<file path="config.mk">
export PLATFORM = sky130hd
export DESIGN_NAME = mem_port_arbiter
export DESIGN_NICKNAME = d
export VERILOG_FILES = /design/src/rtl/mem_port_arbiter.sv
export SDC_FILE = /design/constraint.sdc
export NUM_CORES = 1
export LEC_CHECK = 0
export BUFFER_PORTS_ARGS = -buffer_cell sky130_fd_sc_hd__clkbuf_2
export CAP_MARGIN = 20
export CORE_AREA = 2 2 149 151
export CTS_BUF_LIST = sky130_fd_sc_hd__clkbuf_2
export DETAILED_ROUTE_END_ITERATION = 6
export DIE_AREA = 0 0 151 153
export GPL_TIMING_DRIVEN = 0
export PLACE_DENSITY = 0.65
export SETUP_SLACK_MARGIN = 0.5
export SYNTH_ARGS = -nofsm -noshare
export SYNTH_HDL_FRONTEND = slang
export SYNTH_SLANG_ARGS = --single-unit
</file>
<file path="constraint.sdc">
create_clock -name clk -period 6.1 [get_ports clk]
set_clock_uncertainty 0.05 [all_clocks]
set_input_delay 0.61 -clock clk [delete_from_list [all_inputs] [get_ports clk]]
set_output_delay 0.61 -clock clk [all_outputs]
set_load 0.03 [all_outputs]
</file>
<file path="src/rtl/mem_port_arbiter.sv">
// mem_port_arbiter: shares the memory data-read and write ports between the pipeline (single beats) and a DMA requester (bursts)
//   Optional feature macro: MEM_ARB_PREEMPT_EN (the pipeline may preempt beats in the middle of a DMA burst)
//   clk, rst (async, active-low)
//   p_req/p_we/p_addr/p_wdata -> p_gnt (comb), p_rvalid/p_rdata (registered)
//   d_req/d_we/d_addr/d_len/d_wdata -> d_gnt (comb), d_rvalid/d_rdata/d_done (registered)
//   m_raddr/m_rdata (comb read), m_waddr/m_wdata/m_wen (write at the edge)
module mem_port_arbiter #(
    parameter int ADDR_W       = 32,
    parameter int DATA_W       = 32,
    parameter int LEN_W        = 5,
    parameter int STARVE_LIMIT = 4
) (
    input  logic              clk,
    input  logic              rst,
    input  logic              p_req,
    input  logic              p_we,
    input  logic [ADDR_W-1:0] p_addr,
    input  logic [DATA_W-1:0] p_wdata,
    output logic              p_gnt,
    output logic              p_rvalid,
    output logic [DATA_W-1:0] p_rdata,
    input  logic              d_req,
    input  logic              d_we,
    input  logic [ADDR_W-1:0] d_addr,
    input  logic [LEN_W-1:0]  d_len,
    input  logic [DATA_W-1:0] d_wdata,
    output logic              d_gnt,
    output logic              d_rvalid,
    output logic [DATA_W-1:0] d_rdata,
    output logic              d_done,
    output logic [ADDR_W-1:0] m_raddr,
    input  logic [DATA_W-1:0] m_rdata,
    output logic [ADDR_W-1:0] m_waddr,
    output logic [DATA_W-1:0] m_wdata,
    output logic              m_wen
);
    typedef enum logic {IDLE, BURST} state_t;
    localparam logic [3:0] LIMIT = 4'(STARVE_LIMIT);
    state_t            state, state_nx;
    logic [ADDR_W-1:0] b_addr;
    logic [LEN_W-1:0]  b_rem;
    logic              b_we;
    logic [3:0]        starve_cnt;
    logic              starve_ok, beat, beat_we, last_beat;
    logic [ADDR_W-1:0] beat_addr;

    assign starve_ok = starve_cnt < LIMIT;

    always_ff @(posedge clk or negedge rst)
        if (!rst) state <= IDLE;
        else state <= state_nx;

    always_comb
        state_nx = d_gnt ? (last_beat ? IDLE : BURST) : state;

    // Grants are gated by rst so every output drops the moment reset asserts.
    always_comb begin
        p_gnt = 1'b0;
        d_gnt = 1'b0;
        if (rst) begin
            if (state == IDLE) begin
                p_gnt = p_req && (!d_req || starve_ok);
                d_gnt = d_req && !p_gnt;
            end else begin
`ifdef MEM_ARB_PREEMPT_EN
                p_gnt = p_req && starve_ok;
`endif
                d_gnt = !p_gnt;
            end
        end
        beat      = p_gnt || d_gnt;
        beat_we   = p_gnt ? p_we : (state == IDLE) ? d_we : b_we;
        beat_addr = p_gnt ? p_addr : (state == IDLE) ? d_addr : b_addr;
        // In IDLE the beat being issued is the first of a new burst.
        last_beat = (state == IDLE) ? (d_len == '0) : (b_rem == LEN_W'(1));
        m_wen     = beat && beat_we;
        m_waddr   = m_wen ? beat_addr : '0;
        m_wdata   = m_wen ? (p_gnt ? p_wdata : d_wdata) : '0;
        m_raddr   = (beat && !beat_we) ? beat_addr : '0;
    end

    always_ff @(posedge clk or negedge rst) begin
        if (!rst) begin
            b_addr     <= '0;
            b_rem      <= '0;
            b_we       <= 1'b0;
            starve_cnt <= '0;
            p_rvalid   <= 1'b0;
            p_rdata    <= '0;
            d_rvalid   <= 1'b0;
            d_rdata    <= '0;
            d_done     <= 1'b0;
        end else begin
            // b_rem counts the beats still owed after the one issued now.
            if (d_gnt) begin
                b_addr <= beat_addr + ADDR_W'(1);
                b_rem  <= (state == IDLE) ? d_len : b_rem - LEN_W'(1);
                b_we   <= (state == IDLE) ? d_we : b_we;
            end
            starve_cnt <= d_gnt ? '0 :
                          (p_gnt && (d_req || state == BURST)) ? ((starve_cnt == 4'hF) ? starve_cnt : starve_cnt + 4'd1) :
                          (state == IDLE && !d_req) ? '0 : starve_cnt;
            p_rvalid <= p_gnt && !p_we;
            if (p_gnt && !p_we) p_rdata <= m_rdata;
            d_rvalid <= d_gnt && !beat_we;
            if (d_gnt && !beat_we) d_rdata <= m_rdata;
            d_done <= d_gnt && last_beat;
        end
    end
endmodule

</file>
==> key figures, run 1 <==
Outcome
  • Status: complete, no violations

Critical path
  • FF-to-FF End: b_addr[30]$_DFFE_PN0P_
  • Worst-path cell chain: dlygate4sd3_1 -> clkbuf_8 -> buf_16 -> and3b_1 -> buf_4 -> nand2_4 -> inv_2 -> buf_2 -> buf_2 -> buf_1 -> nand2_1 -> a21oi_1 -> clkbuf_2
  • Crit Path Class: input pin to output pin
  • Crit path DAT: 4.37 ns
  • CP dominant cell by count: buf_2
  • R2R cell count: 16
  • Crit path from: rst
  • Reg2Reg Setup Slack: 2.14 ns
  • CP Launch Type: input pin
  • Slowest CP cell: dlygate4sd3_1
  • CP max stage delay: 0.54 ns
  • CP required: 5.44 ns
  • CP Max Fanout: 86
  • Reg-to-Reg Start: state$_DFFE_PN0P_
  • CP Capture Type: output pin

Clocking
  • Clock Sinks: 110
  • TritonCTS clock tree: yes
  • Clock transition at the registers of the reported paths: 0.36 ns
  • H-Tree Depth: 3
  • Root Buffer: clkbuf_2
  • Longest Clk Path Bufs: 2
  • Worst-skew pair later-pin latency: 0.67 ns
  • CTS Buf Count: 9

Cells and area
  • Post-layout util: 44.7%
  • Synthesis-to-layout area growth: 33.2%
  • Non-Filler Instances: 1564
  • Ant diodes: 0
  • Final #Nets: 1454
  • Layout cells sized above 1: 34.8%

Routing
  • Number of remaining DRC errors: 0
  • Initial drt markers: 665
  • Via count: 8427
  • Routed WL: 30500 um
  • WL per Instance: 19.5 um
  • Final ANT Viol Nets: 0
  • Vias/cell: 5.39
  • First drt pass iteration count: 5

Synthesis
  • Async SR Flop Fraction: 100%
  • Area leader, netlist: dfrtp_1
  • FF+latch count, synth: 110
  • Yosys top cell area share: 38.1%
  • Prevailing post-synth register cell: dfrtp_1
  • Synth Area per Inst: 7.91 um2
  • Top post-synthesis cells by area: dfrtp_1 38%, nand2_1 11%, nor2_1 6.2%
  • Synth Instances: 912
  • EDFF count, synth: 0
  • Yosys warning count: 0
  • Seq/Total Area, Yosys: 38.1%
  • Net Count, Synth: 1087
  • Distinct cell type count after synthesis: 63
  • Syn Std Cell Area: 7220 um2

Pwr
  • PD cells: 358 nW/um2
  • Pleak: 4.89 nW
  • Max VDD drop: 0.000277 V

STA
  • Min Hold Slack: 0.0675 ns
  • Final period utilization: 82.4%
  • FMAX: 199 MHz
  • Hold Fails Final Rpt: 0
  • Final setup vio count: 0
  • Pins Over Slew Limit: 0
  • Period minus WS final: 5.03 ns
  • RSZ-0062 raised after global routing: false
  • Transition time at the pin with the least slew margin: 0.854 ns
  • Rel. slew slack: 43.1%

GRT
  • First-pass GRT wire length: 46100 um
  • Vias in the first global route: 8154
  • Initial antenna violation count: 0
  • Largest net degree at the start of global routing: 87
  • Grt total ovfl: 0
  • Total GRT Usage: 25.9%

Placement
  • Number of port buffers: 336
  • GPL Wtd Cong: 0.980
  • Dpl hpwl: 23400 um
  • Placed cells: 1529

Floorplan
  • Initial Utilization: 33.6%
  • Die Area: 23100 um2
  • Die width: 151 um
  • DIE HEIGHT: 153 um
  • # IOs: 337
  • Placeable Area: 21500 um2
  • Row cnt: 54

Worst hold path
  • Class of the most critical hold timing path: input pin to flip-flop
  • Hold depth: 3
  • Hold-critical path endpoint: d_rdata[2]$_DFFE_PN0P_
  • Min-delay src: m_rdata[2]

Flow run
  • Max Cap Viol: 0
[kinds of logic (layout without fill, tap and decap cells)]
family / Yosys count / count (layout) / synth area share, %
AOI/OAI and AO/OA: 187 / 187 / 16.6
xor gates and xnor gates: 15 / 15 / 1.82
adders and majority gates: 4 / 4 / 0.694
buffers and inverters: 74 / 446 / 4.87
DFF: 110 / 110 / 38.1
muxes: 69 / 69 / 10.2
and+or+nand+nor: 453 / 453 / 27.7
[cell usage in the layout, fill, tap and decap left out, types with 10 or more instances in the layout]
cell,count
nor3_1,12
a21o_1,10
a31oi_1,19
o21ai_1,11
dfrtp_1,110
a21oi_1,71
dlygate4sd3_1,19
nor2_1,120
nand2_1,210
mux2i_1,31
inv_1,12
mux2_2,38
clkbuf_2,344
a22oi_1,14
xor2_1,11
clkbuf_1,20
nand4_1,25
o21ai_0,23
nand3b_1,12
nand3_1,40
buf_2,26
[routing by layer]
layer / global-route usage [%] / up-vias / share of wire (%)
met5: 0 / - / 0
met4: 10.2 / 0 / 3.9
met3: 4.81 / 78 / 7.9
met2: 42.9 / 460 / 47
met1: 33.2 / 3979 / 41
li1: - / 3910 / -
[critical path, delay by kind of cell]
family / cells / cell delay [ns]
buffers and inverters: 9 / 2.90
AND/OR/NAND/NOR: 3 / 0.48
AO/OA/AOI/OAI: 1 / 0.28
[worst max-delay path by stage]
| stage | depth (start not counted) | endpoint | slack (ns) |
|---|---|---|---|
| floorplan | 9 | m_wdata[22] | 2.88 |
| global placement | 17 | b_addr[30]$_DFFE_PN0P_ | -0.09 |
| detailed placement | 17 | b_addr[30]$_DFFE_PN0P_ | 1.51 |
| CTS | 13 | m_wdata[29] | 1.01 |
| global route | 13 | m_wdata[29] | 0.81 |
| finish | 13 | m_wdata[29] | 1.07 |
[layout make-up]
| type | instances | area, um2 |
|---|---|---|
| Clock inverter | 7 | 91.3 |
| Tap cell | 280 | 350 |
| Fill cell | 2207 | 11900 |
| Clock buffer | 9 | 45.0 |
| Sequential cell | 110 | 2750 |
| Timing Repair Buffer | 356 | 1910 |
| Inverter | 15 | 56.3 |
| Multi-Input combinational cell | 728 | 4110 |
| Buffer | 59 | 295 |
[stage by stage]
step                area, um2  TNS (ns)  setup slack [ns]  power [mW]
floorplan                7220         0              2.88        2.41
global placement         9250    -0.281           -0.0923        3.01
detailed placement       9290         0              1.51        3.04
CTS                      9610         0              1.01        3.44
global route             9610         0             0.811        3.66
finish                   9610         0              1.07        3.44
[flip-flops by register name (all words and copies together), names as in the netlist]
signal and cells:
b_addr 32, d_rdata 32, p_rdata 32, b_rem 5, starve_cnt 4, b_we 1, d_done 1, d_rvalid 1
p_rvalid 1, state 1
[power breakdown]
part / internal, mW / total [mW] / leakage (nW) / switching, mW
combinational: 0.581 / 1.85 / 3.47 / 1.26
clock: 0.0756 / 0.385 / 0.0781 / 0.309
sequential: 0.999 / 1.21 / 1.34 / 0.210
[Yosys cell counts, types with 19 or more instances]
master / instances
nor2_1: 120
nand4_1: 25
mux2_2: 38
clkbuf_1: 20
nand3_1: 40
a21oi_1: 71
nand2_1: 210
o21ai_0: 23
a31oi_1: 19
buf_2: 26
dfrtp_1: 110
mux2i_1: 31
[what timing repair did]
action / 4_1_cts / 5_1_grt
gates resized for setup: 0 / 0
setup buffers: 0 / 0
endpoints found under the hold margin: 44 / 0
hold buffers: 19 / 0
Note: power is estimated with default switching activity, not from simulation.
==> inputs of run 2 (changes only) <==
==> constraint.sdc (replaced) <==
create_clock -name clk -period 4.9 [get_ports clk]
set_clock_uncertainty 0.05 [all_clocks]
set_input_delay 0.49 -clock clk [delete_from_list [all_inputs] [get_ports clk]]
set_output_delay 0.49 -clock clk [all_outputs]
set_load 0.03 [all_outputs]
==> run 2 against run 1 <==
  * Worst hold slack better by 0.065 ns
  * Worst setup slack worse by 0.31 ns
  * Sequential power up 25%
  * Largest cell class unchanged
==> key figures, run 2 (synthesized netlist as in run 1, its figures left out) <==
Outcome
  • Status: complete, no violations (unchanged)

STA
  • Hold Fails Final Rpt: 0 (unchanged)
  • FMAX: 242 MHz
  • RSZ-0062 raised after global routing: false (unchanged)
  • Transition time at the pin with the least slew margin: 0.844 ns (was 0.854 ns)
  • Period minus WS final: 4.13 ns
  • Pins Over Slew Limit: 0 (unchanged)
  • Final period utilization: 84.3%
  • Rel. slew slack: 43.7% (was 43.1%)
  • Final setup vio count: 0 (unchanged)

Pwr
  • Clock share of power: 11.1% (was 11.2%)
  • Sw Pwr: 2.23 mW (was 1.78 mW)
  • Flop pwr share: 34.9% (was 35.2%)
  • Internal power component: 2.08 mW (was 1.66 mW)
  • Comb power frac: 53.9% (was 53.7%)
  • Pleak: 5.04 nW (was 4.89 nW)
  • Total power: 4.31 mW (was 3.44 mW)
  • Max VDD drop: 0.000350 V (was 0.000277 V)
  • PD cells: 434 nW/um2 (was 358 nW/um2)
  • Switching share of power: 51.7% (was 51.8%)

Floorplan
  • Die Area: 23100 um2 (unchanged)
  • Row cnt: 54 (unchanged)
  • # IOs: 337 (unchanged)
  • Placeable Area: 21500 um2 (unchanged)
  • Initial Utilization: 33.6% (unchanged)
  • Die width: 151 um (unchanged)
  • DIE HEIGHT: 153 um (unchanged)

Cells and area
  • Non-Filler Instances: 1591 (was 1564)
  • Layout cells sized above 1: 34.8% (about the same)
  • Largest regs: b_addr (32), d_rdata (32), p_rdata (32) (unchanged)
  • Synthesis-to-layout area growth: 37.9% (was 33.2%)
  • Most common cell after layout, fill and taps aside: clkbuf_2 (unchanged)
  • Final #Nets: 1481 (was 1454)
  • Ant diodes: 0 (unchanged)
  • Most frequent cells in the layout: 345 x clkbuf_2, 210 x nand2_1, 119 x nor2_1, 110 x dfrtp_1, 71 x a21oi_1 (was 344 x clkbuf_2, 210 x nand2_1, 120 x nor2_1, 110 x dfrtp_1, 71 x a21oi_1)

Routing
  • Routed WL: 31100 um (was 30500 um)
  • Number of remaining DRC errors: 0 (unchanged)
  • Via count: 8654 (was 8427)
  • Final ANT Viol Nets: 0 (unchanged)
  • Initial drt markers: 720 (was 665)
  • First drt pass iteration count: 7 (was 5)
  • WL per Instance: 19.6 um (was 19.5 um)
  • Vias/cell: 5.44 (was 5.39)

Clocking
  • Setup Fix Bufs, Post-CTS: 0 (unchanged)
  • H-Tree Depth: 3 (unchanged)
  • Worst-skew pair later-pin latency: 0.67 ns (about the same)
  • CTS Buf Count: 9 (unchanged)
  • Clock Sinks: 110 (unchanged)
  • Longest Clk Path Bufs: 2 (unchanged)
  • Root Buffer: clkbuf_2 (unchanged)
  • TritonCTS clock tree: yes (unchanged)
  • Clock transition at the registers of the reported paths: 0.39 ns (was 0.36 ns)

Worst hold path
  • Class of the most critical hold timing path: input pin to flip-flop (unchanged)
  • Hold depth: 4 (was 3)

GRT
  • Total GRT Usage: 26.5% (was 25.9%)
  • Largest net degree at the start of global routing: 85 (was 87)
  • Initial antenna violation count: 1 (was 0)
  • Grt total ovfl: 0 (unchanged)
  • First-pass GRT wire length: 47200 um (was 46100 um)
  • Vias in the first global route: 8357 (was 8154)

Placement
  • Number of port buffers: 336 (unchanged)
  • Placed cells: 1529 (unchanged)
  • Dpl hpwl: 23400 um (unchanged)
  • GPL Wtd Cong: 0.980 (unchanged)

Critical path
  • CP Launch Type: flip-flop (was input pin)
  • R2R cell count: 16 (unchanged)
  • CP required: 4.36 ns (was 5.44 ns)
  • CP Max Fanout: 10 (was 86)
  • Crit Path Class: flip-flop to output pin (was input pin to output pin)
  • CP Capture Type: output pin (unchanged)
  • Crit path DAT: 3.59 ns (was 4.37 ns)

Flow run
  • Max Cap Viol: 0 (unchanged)
-- run 2: changes by cell type in the layout (fill, tap and decap cells not counted), sizes merged --
cell	before	now
buf	40	44
clkbuf	365	366
dlygate4sd3	19	41
-- run 2: path summary, 6_finish.rpt --
check / start / to / slack, ns
min: p_addr[28] / b_addr[28]$_DFFE_PN0P_ / 0.13
max in group asynchronous: rst / p_rdata[20]$_DFFE_PN0P_ / 3.71
max reg2reg: state$_DFFE_PN0P_ / b_addr[30]$_DFFE_PN0P_ / 0.93
max: state$_DFFE_PN0P_ / m_wdata[29] / 0.77
min reg2reg: d_rdata[7]$_DFFE_PN0P_ / d_rdata[7]$_DFFE_PN0P_ / 0.47
min in group asynchronous: rst / b_addr[25]$_DFFE_PN0P_ / 0.53
-- run 2: final cells by class --
cell class | count | area [um2]
fillers | 2169 | 11500
clock buffers | 9 | 45.0
multi-input cells | 728 | 4120
plain buffers | 59 | 297
inverters | 15 | 57.6
flip-flops and latches | 110 | 2750
clock inverters | 7 | 91.3
repair buffers | 383 | 2240
well taps | 280 | 350
-- run 2: critical path, stage by stage, from the launching register on --
cell	delay, ns
dfrtp_1	0.55
and3b_1	0.20
buf_4	0.17
nand2_4	0.14
buf_2	0.31
buf_2	0.42
clkbuf_1	0.46
nand2_1	0.11
a21oi_1	0.29
clkbuf_2	0.27
-- run 2: layer usage --
metal	GRT usage [%]	vias to the layer above	share of wire, %
met3	4.87	72	8.1
met2	44.3	485	48
met4	10.6	2	3.6
met5	0	-	0.042
met1	33.6	4124	41
li1	-	3971	-
-- run 2: power by group through the flow --
stage | registers, mW | clock network, mW | logic [mW]
after floorplan | 1.90 | 0 | 1.10
after global placement | 1.50 | 0 | 2.25
after detailed placement | 1.51 | 0 | 2.28
after CTS | 1.50 | 0.497 | 2.32
after global routing | 1.55 | 0.529 | 2.50
final | 1.51 | 0.480 | 2.33
-- run 2: what timing repair did --
item / in CTS / in global routing
setup endpoints to repair: 31 / 5
resized for setup: 3 / 1
pin swaps: 0 / 0
hold buffers: 46 / 0
hold endpoints to repair: 170 / 0
-- run 2: stage by stage --
step	setup slack, ns	util, %	TNS, ns	hold slack (ns)	area (um2)
3_5_place_dp	0.430	43.2	0	0.357	9290
5_1_grt	0.555	46.3	0	0.0667	9950
3_3_place_gp	-1.17	43.0	-72.79	0.410	9250
2_1_floorplan	1.92	-	0	0.144	7220
4_1_cts	0.577	46.3	0	0.0601	9950
6_report	0.768	46.3	0	0.133	9950
